--- src/rtl/ecg_pkg.sv ---
`default_nettype none
// ecg_pkg: shared packer state encoding, header magic nibble and default sample width.
package ecg_pkg;

  typedef enum logic [1:0] {
    ST_IDLE = 2'd0,
    ST_HDR  = 2'd1,
    ST_DATA = 2'd2
  } state_t;

  localparam logic [3:0] HDR_MAGIC  = 4'hA;
  localparam int         SWIDTH_DEF = 24;

endpackage
`default_nettype wire

--- src/rtl/sat_counter.sv ---
`default_nettype none
// sat_counter: up-counter that sticks at all-ones; synchronous clear takes priority over increment.
module sat_counter #(
  parameter int W = 8
) (
  input  logic         clk_i,
  input  logic         rst_ni,
  input  logic         clr_i,
  input  logic         inc_i,
  output logic [W-1:0] cnt_o
);

  logic [W-1:0] cnt_q, cnt_d;

  always_comb begin
    cnt_d = cnt_q;
    if (clr_i) begin
      cnt_d = '0;
    end else if (inc_i && (cnt_q != {W{1'b1}})) begin
      cnt_d = cnt_q + W'(1);
    end
  end

  always_ff @(posedge clk_i or negedge rst_ni) begin
    if (!rst_ni) begin
      cnt_q <= '0;
    end else begin
      cnt_q <= cnt_d;
    end
  end

  assign cnt_o = cnt_q;

endmodule
`default_nettype wire

--- src/rtl/ecg_sample_packer.sv ---
`default_nettype none
// ecg_sample_packer: splits each ECG sample into MSB-first bytes for the async FIFO write port.
// Define PACKER_SEQ_HDR_EN to prefix every sample with a {HDR_MAGIC, seq} header byte.
module ecg_sample_packer
  import ecg_pkg::*;
#(
  parameter int SWIDTH = SWIDTH_DEF,
  parameter int DSIZE  = 8,
  parameter int CNTW   = 8
) (
  input  logic              wclk,
  input  logic              wrst_n,
  input  logic              sample_valid,
  input  logic [SWIDTH-1:0] sample_data,
  input  logic              wfull,
  input  logic              clr_stats,
  output logic              winc,
  output logic [DSIZE-1:0]  wdata,
  output logic              busy,
  output logic [CNTW-1:0]   drop_cnt,
  output logic              overflow
);

  localparam int NB = SWIDTH / 8;
  localparam int IW = (NB > 1) ? $clog2(NB) : 1;

`ifdef PACKER_SEQ_HDR_EN
  localparam state_t LOAD_ST = ST_HDR;
`else
  localparam state_t LOAD_ST = ST_DATA;
`endif

  state_t            state_q, state_d;
  logic [IW-1:0]     idx_q, idx_d;
  logic [SWIDTH-1:0] hold_q;
  logic              overflow_q;
  logic              accept, last_acc, load, drop;
  logic [7:0]        byte_w;

  assign winc     = (state_q != ST_IDLE) & ~wfull;
  assign accept   = winc;
  assign last_acc = accept & (state_q == ST_DATA) & (idx_q == '0);
  // A sample arriving on the final byte's accept edge is a back-to-back load, not a drop.
  assign load     = sample_valid & ((state_q == ST_IDLE) | last_acc);
  assign drop     = sample_valid & ~load;
  assign busy     = (state_q != ST_IDLE);

  always_comb begin
    state_d = state_q;
    idx_d   = idx_q;
    unique case (state_q)
      ST_IDLE: begin
        if (load) begin
          state_d = LOAD_ST;
          idx_d   = IW'(NB - 1);
        end
      end
      ST_HDR: begin
        if (accept) begin
          state_d = ST_DATA;
          idx_d   = IW'(NB - 1);
        end
      end
      ST_DATA: begin
        if (accept) begin
          if (idx_q != '0) begin
            idx_d = idx_q - IW'(1);
          end else if (load) begin
            state_d = LOAD_ST;
            idx_d   = IW'(NB - 1);
          end else begin
            state_d = ST_IDLE;
          end
        end
      end
      default: state_d = ST_IDLE;
    endcase
  end

  always_ff @(posedge wclk or negedge wrst_n) begin
    if (!wrst_n) begin
      state_q <= ST_IDLE;
      idx_q   <= '0;
      hold_q  <= '0;
    end else begin
      state_q <= state_d;
      idx_q   <= idx_d;
      if (load) begin
        hold_q <= sample_data;
      end
    end
  end

`ifdef PACKER_SEQ_HDR_EN
  logic [3:0] seq_q;

  always_ff @(posedge wclk or negedge wrst_n) begin
    if (!wrst_n) begin
      seq_q <= '0;
    end else if (load) begin
      seq_q <= seq_q + 4'd1;
    end
  end
`endif

  // seq has already advanced at load time, so the header carries seq-1.
  always_comb begin
    byte_w = 8'h00;
    case (state_q)
`ifdef PACKER_SEQ_HDR_EN
      ST_HDR:  byte_w = {HDR_MAGIC, seq_q - 4'd1};
`endif
      ST_DATA: byte_w = hold_q[8*idx_q +: 8];
      default: byte_w = 8'h00;
    endcase
  end

  assign wdata = DSIZE'(byte_w);

  always_ff @(posedge wclk or negedge wrst_n) begin
    if (!wrst_n) begin
      overflow_q <= 1'b0;
    end else if (clr_stats) begin
      overflow_q <= 1'b0;
    end else if (drop) begin
      overflow_q <= 1'b1;
    end
  end

  assign overflow = overflow_q;

  sat_counter #(
    .W(CNTW)
  ) u_drop_cnt (
    .clk_i  (wclk),
    .rst_ni (wrst_n),
    .clr_i  (clr_stats),
    .inc_i  (drop),
    .cnt_o  (drop_cnt)
  );

endmodule
`default_nettype wire

--- config.mk ---
export PLATFORM = sky130hd
export DESIGN_NAME = ecg_sample_packer
export DESIGN_NICKNAME = d
export VERILOG_FILES = /design/src/rtl/ecg_pkg.sv /design/src/rtl/sat_counter.sv /design/src/rtl/ecg_sample_packer.sv
export SDC_FILE = /design/constraint.sdc
export NUM_CORES = 1
export LEC_CHECK = 0
export ABC_CLOCK_PERIOD_IN_PS = 1800
export CAP_MARGIN = 20
export CORE_MARGIN = 3
export CORE_UTILIZATION = 45
export DETAILED_ROUTE_END_ITERATION = 8
export PLACE_DENSITY = 0.83
export SETUP_SLACK_MARGIN = 0.02
export SYNTH_ARGS = -nofsm -noshare
export SYNTH_HDL_FRONTEND = slang
export SYNTH_SLANG_ARGS = --single-unit
--- constraint.sdc ---
create_clock -name wclk -period 1.8 [get_ports wclk]
set_input_delay 0.36 -clock wclk [delete_from_list [all_inputs] [get_ports wclk]]
set_output_delay 0.36 -clock wclk [all_outputs]
set_load 0.1 [all_outputs]
==> impl_results.md, run 1 <==
- DR vias/cell: ~5.4
- Yosys warns: 0
- Die W: roughly 68 um
- Gr ovfl total: 0
- Syn_nets: 180
- Count of different cell masters after synthesis: 28
- Leak: ~0.0012 uW
- Cts bufs inserted: 5
- Maximum clock path buffer count: 2
- CP Data Arrival Time: 1.51 ns
- Most frequent cell after synthesis: dfrtp_1
- Hold Vio Cnt, Final: 0
- Multi-input gate area: 848 um2
- Async set or reset register ratio after synthesis: 100%
- Root buffer cell: clkbuf_8
- Die ar.: 0.00463 mm2
- Setup ws final: -0.0717 ns
- Slew margin rel.: 47.5%
- Routability cong.: between 0.7 and 0.8
- Crit. End Element: output port
- Nets: roughly 250
- Post-synth EDFFs: 0
- Detailed placer's ending HPWL: roughly 3.3 mm
- GR Util All Layers: 21.3%
- Dominant cell type by area after synthesis: dfrtp_1
- RSZ-0062 raised after global routing: true
- CORE AREA: ~0.0035 mm2
- Yosys top cell area share: around half
- CTS tree: yes
- Starting Density: 49.3%
- DR iter-0 viols: 85
- Register Area: approximately 920 um2
- Antenna-violating nets left: 0
- Final core utilization: about 78%
- Fraction of layout cells with a size suffix above 1: a little under half
- Initial antenna violation count: 0
- TNS Setup: -0.494 ns
- Worst-path maximum fanout: 6
- Diode count: 0
- Fill count: 236
- Number of global-route vias before repair: ~1500
- Max Fclk: 0.534 GHz
- Largest net degree at the start of global routing: 37
- 1st-pass router iterations: 4
- Top Ports: 48
- Synth Cell Area: approximately 0.0017 mm2
- Via Count: approximately 1400
- Area growth syn-to-layout: 58.7%
- Final Non-Filler Cells: roughly 260
- Routed WL: 4.45 mm
- Max-slew violations: 0
- Synth Flop Type: dfrtp_1
- Max IR drop VDD: 0.00223 V
- PD cells: 2020 mW/mm2
- Post-route clock period utilization: 104%
- # rows: 21
- Tightest Pin Transition: between 0.7 and 0.8 ns
- Synth cell count leaders: dfrtp_1, mux2_2, nand2_1
- Worst clock skew: between 0.0015 and 0.002 ns
- Hold-fix buffers, CTS: 0
- Drt drc: 0
- Max_cap viols: 0
- Height of the die: 68.1 um
- CP required: roughly 1.4 ns
- Crit path launch type: register
- WHS: 0.151 ns
- Run status: complete, but fails checks
- Clk slew on worst S/H paths: ~0.07 ns
- Post-synthesis sequential area ratio: 51.9%
- Clock sink total: 36
- Cells after synthesis: 150
- First-pass GRT wire length: slightly above 7 mm
- CTS H-tree lvls: 2
- Clock latency on the worst-skew pair: slightly below 0.3 ns
- Placed cells: 254
- Worst hold path type: in -> async
- Synth Area per Inst: approximately 12 um2
- Routed wire per std cell: 16.9 um
- Area contributors post-synth: dfrtp_1, mux2_2, mux2i_1, o21ai_0, nand2_1
- Minimum clock period: 1.87 ns
- Failing checks: negative setup slack
- Seq cells post-synth: 36
- Final Setup Violations: 8
- Setup CP Type: reg -> out
- I/O Buffers: 47
## flip-flops by register name, summed over array words and instances (netlist names)
signal / count
u_drop_cnt.cnt_o: 8
overflow: 1
idx_q: 2
hold_q: 24
state_q: 1
## final timing paths
| path | depth (start not counted) | from | endpoint | slack [ns] |
|---|---|---|---|---|
| worst min-delay path | 1 | wrst_n | u_drop_cnt.cnt_o[0]$_DFFE_PN0P_ | 0.15 |
| max in group asynchronous | 1 | wrst_n | state_q[1]$_DFFE_PN0P_ | 1.07 |
| min in group wclk | 3 | wfull | idx_q[1]$_DFFE_PN0P_ | 0.47 |
| worst max register to register | 5 | u_drop_cnt.cnt_o[0]$_DFFE_PN0P_ | u_drop_cnt.cnt_o[5]$_DFFE_PN0P_ | 0.12 |
| worst max-delay path | 6 | idx_q[0]$_DFFE_PN0P_ | wdata[0] | -0.07 |
| worst min register to register | 1 | hold_q[18]$_DFFE_PN0P_ | hold_q[18]$_DFFE_PN0P_ | 0.50 |
## cells in the final DEF (no fill, tap or decap), types with 2 or more instances in the layout
cell and count:
and2_4 8, mux2i_1 8, buf_4 16, nand2_1 10, nor2_1 5, clkdlybuf4s50_1 26
or3_1 2, o31ai_1 2, o21ai_0 5, nand2b_1 2, a21oi_1 3, or4_1 3
nor2b_4 2, nand2_2 5, buf_12 19, nand3_1 4, o21ai_1 7, buf_6 4
dfrtp_1 25, dfrtp_4 3, inv_1 3, mux2_1 2, clkbuf_8 6, mux2_2 23
dfrtp_2 8, clkbuf_1 2
## layer usage
layer	up-vias	track usage, %	routed length, um
met5	-	0	0
met4	0	8.44	93
met3	11	5.58	252
met2	61	40.0	2470
met1	710	22.5	1630
li1	656	-	-
## kinds of logic (layout without fill, tap and decap cells)
| group | count (synthesis) | after routing | synth area share (%) |
|---|---|---|---|
| xor+xnor | 2 | 2 | 1.01 |
| compound gates | 22 | 22 | 8.15 |
| flops | 36 | 36 | 51.9 |
| simple gates | 45 | 45 | 13.6 |
| buf+inv | 10 | 78 | 3.10 |
| mux | 34 | 34 | 21.4 |
| fa+ha+maj | 1 | 1 | 0.721 |
## power by group
part / internal (uW) / switching [uW]
registers: 1140 / 243
clock network: 312 / 281
logic: 1580 / 1990
## layout make-up
| type | instances | share of cell area [%] |
|---|---|---|
| Clock buffer | 8 | 3.27 |
| Inverter | 3 | 0.409 |
| Multi-Input combinational cell | 104 | 30.8 |
| Sequential cell | 36 | 33.5 |
| Tap cell | 46 | 2.09 |
| Timing Repair Buffer | 67 | 29.9 |
## critical path, cell delays in order (launching register included)
cell	delay [ns]
dfrtp_2	0.47
nor2b_4	0.16
buf_6	0.14
nand2_2	0.04
o21ai_1	0.07
and2_4	0.17
buf_12	0.17
## metrics by stage
| stage | worst slack [ns] | instance area [um2] | total power, uW |
|---|---|---|---|
| floorplan | 0.0244 | 1780 | 3520 |
| global placement | -0.191 | 2580 | 4670 |
| detailed placement | -0.233 | 2580 | 4760 |
| CTS | -0.0849 | 2710 | 5490 |
| global route | -0.152 | 2750 | 5810 |
| finish | -0.0717 | 2750 | 5560 |
## timing repair
action | 4_1_cts | 5_1_grt
resized for setup | 16 | 13
setup buffers | 1 | 1
pin swaps | 4 | 6
setup endpoints to repair | 8 | 11
Note: power is estimated with default switching activity, not from simulation.
==> inputs of run 2 (changes only) <==
--- a/config.mk
+++ b/config.mk
@@ -5,7 +5,7 @@
 export SDC_FILE = /design/constraint.sdc
 export NUM_CORES = 1
 export LEC_CHECK = 0
-export ABC_CLOCK_PERIOD_IN_PS = 1800
+export ABC_CLOCK_PERIOD_IN_PS = 2100
 export CAP_MARGIN = 20
 export CORE_MARGIN = 3
 export CORE_UTILIZATION = 45
==> constraint.sdc (replaced) <==
create_clock -name wclk -period 2.1 [get_ports wclk]
set_input_delay 0.42 -clock wclk [delete_from_list [all_inputs] [get_ports wclk]]
set_output_delay 0.42 -clock wclk [all_outputs]
set_load 0.1 [all_outputs]
==> run 2 against run 1 <==
The flow now finishes without violations. Design area down 6.3%. Register-to-register slack better by 0.31 ns. Wire length is 12% lower. Core utilization down 4.9 points. Critical path type unchanged. Largest cell class unchanged. Largest power group unchanged.
==> impl_results.md, run 2 (synthesis gave the netlist of run 1 again) <==
- TNS Setup: 0 ns (+0.494 ns)
- Drt drc: 0 (unchanged)
- Gr ovfl total: 0 (unchanged)
- Worst clock skew: 0.00147 ns (-0.000340 ns)
- Nets: 245 (-0.81%)
- PD cells: 1750 mW/mm2 (-13%)
- First-pass GRT wire length: 6.58 mm (-6.6%)
- Root buffer cell: clkbuf_8
- Area growth syn-to-layout: 48.8%
- Crit path launch type: register
- Routed wire per std cell: 14.9 um (-12%)
- Via Count: 1400 (-2.6%)
- Max Fclk: ~0.5 GHz
- Clk slew on worst S/H paths: 0.06 ns (about the same)
- CP Data Arrival Time: 1.58 ns (+0.07 ns)
- Die ar.: 0.00463 mm2 (unchanged)
- DR iter-0 viols: 71 (-16%)
- Max-slew violations: 0 (unchanged)
- Run status: completed
- WHS: 0.218 ns (+0.0667 ns)
- Max FFs per register: 24 (unchanged)
- Slew margin rel.: 47.1% (-0.40 points)
- Starting Density: 49.3% (unchanged)
- 1st-pass router iterations: 4 (unchanged)
- Minimum clock period: 2.00 ns
- Initial antenna violation count: 0 (unchanged)
- Setup ws final: 0.0966 ns (+0.168 ns)
- Max IR drop VDD: 0.00196 V (-12%)
- Maximum clock path buffer count: 2 (unchanged)
- Worst-path maximum fanout: 6 (unchanged)
- I/O Buffers: 47 (unchanged)
- Routed WL: 3.90 mm (-12%)
- Largest net degree at the start of global routing: 37 (unchanged)
- Max_cap viols: 0 (unchanged)
- Number of global-route vias before repair: 1480 (-2.9%)
- Fraction of layout cells with a size suffix above 1: 38.9% (-8.4 points)
- CORE AREA: 0.00352 mm2 (unchanged)
- # rows: 21 (unchanged)
- Setup CP Type: reg -> out
- Clock latency on the worst-skew pair: 0.28 ns (about the same)
- Cts bufs inserted: 5 (unchanged)
- Final instance area: 0.00258 mm2 (-6.3%)
- Height of the die: 68.1 um (unchanged)
- Most frequent cells in the layout: dfrtp_1, clkdlybuf4s50_1, buf_4
- Leak: 0.00112 uW (-3.5%)
- Antenna-violating nets left: 0 (unchanged)
- Post-route clock period utilization: between 90% and 100%
- Detailed placer's ending HPWL: 2.90 mm (-12%)
- Final Setup Violations: 0 (-8)
- Hold Vio Cnt, Final: 0 (unchanged)
- Worst hold path type: in -> async
- Total power: 4530 uW (-19%)
- Crit. End Element: output port
- Clock sink total: 36 (unchanged)
- Hold-fix buffers, CTS: 0 (unchanged)
- Tightest Pin Transition: 0.794 ns (+0.00601 ns)
- Routability cong.: 0.753 (-5.7%)
- RSZ-0062 raised after global routing: false
- Pre-CTS WS: -0.0325 ns (+0.200 ns)
- Placement Cell Area: 0.00245 mm2 (-5.3%)
- CP required: 1.68 ns (+0.24 ns)
- DR vias/cell: 5.34 (-1.9%)
- Diode count: 0 (unchanged)
- Top Ports: 48 (unchanged)
- Top reg by flops: hold_q
- CTS H-tree lvls: 2 (unchanged)
- Die W: 68.1 um (unchanged)
- Commonest non-fill, non-tap cell in the layout: dfrtp_1
- GR Util All Layers: 19.6% (-1.8 points)
- CTS tree: yes
run 2: critical path: stages (launching register included):
cell and delay [ns]:
dfrtp_2 0.44, nor2b_2 0.17, buf_4 0.16, nand2_1 0.06, o21ai_0 0.08, and2_2 0.22
buf_12 0.17
run 2: final cells by class:
cell class / count / area [um2]
sequential: 36 / 906
fill: 260 / 941
timing repair buffer: 65 / 716
clock buffer: 8 / 90.1
tap: 46 / 57.6
multi-input combinational: 104 / 800
inverter: 3 / 11.3
run 2: where the power goes:
group / switching [uW] / internal, uW / leakage [uW] / total, uW
logic: 1640 / 1230 / 0.000636 / 2870
registers: 195 / 973 / 0.000436 / 1170
clock network: 224 / 267 / 0.0000455 / 491
run 2: timing repair:
action | in CTS | in global routing
endpoints found under the setup margin | 6 | 8
setup buffers | 0 | 5
gates resized for setup | 1 | 2
run 2: per-stage QoR:
stage                     instances  util, %
after floorplan                 150        -
after global placement          249     69.5
after detailed placement        249     69.5
after CTS                       257     72.1
after global routing            262     73.3
final                           262     73.3
run 2: per-layer routing:
metal | routed length, um | part of all wire (%) | global-route usage (%) | vias to the layer above
met5 | 0 | 0 | 0 | -
met4 | 73 | 1.9 | 8.44 | 0
met3 | 243 | 6.2 | 5.75 | 10
met2 | 2060 | 53 | 33.8 | 50
met1 | 1520 | 39 | 22.4 | 679
li1 | - | - | - | 661
run 2: final timing paths:
path / cells past startpoint / to / slack, ns / start
max: 6 / wdata[1] / 0.1 / idx_q[1]$_DFFE_PN0P_
min: 1 / u_drop_cnt.cnt_o[5]$_DFFE_PN0P_ / 0.22 / wrst_n
max reg2reg: 4 / u_drop_cnt.cnt_o[5]$_DFFE_PN0P_ / 0.43 / state_q[1]$_DFFE_PN0P_
min reg2reg: 1 / hold_q[13]$_DFFE_PN0P_ / 0.49 / hold_q[13]$_DFFE_PN0P_
max in group asynchronous: 1 / idx_q[1]$_DFFE_PN0P_ / 1.33 / wrst_n
min in group wclk: 1 / hold_q[13]$_DFFE_PN0P_ / 0.49 / hold_q[13]$_DFFE_PN0P_
==> inputs of run 3 (changes only) <==
--- a/config.mk
+++ b/config.mk
@@ -12,6 +12,7 @@
 export DETAILED_ROUTE_END_ITERATION = 8
 export PLACE_DENSITY = 0.83
 export SETUP_SLACK_MARGIN = 0.02
+export SKIP_CTS_REPAIR_TIMING = 1
 export SYNTH_ARGS = -nofsm -noshare
 export SYNTH_HDL_FRONTEND = slang
 export SYNTH_SLANG_ARGS = --single-unit
==> results of run 3 <==
The final DEF is identical to that of run 2; final timing and power are the same.
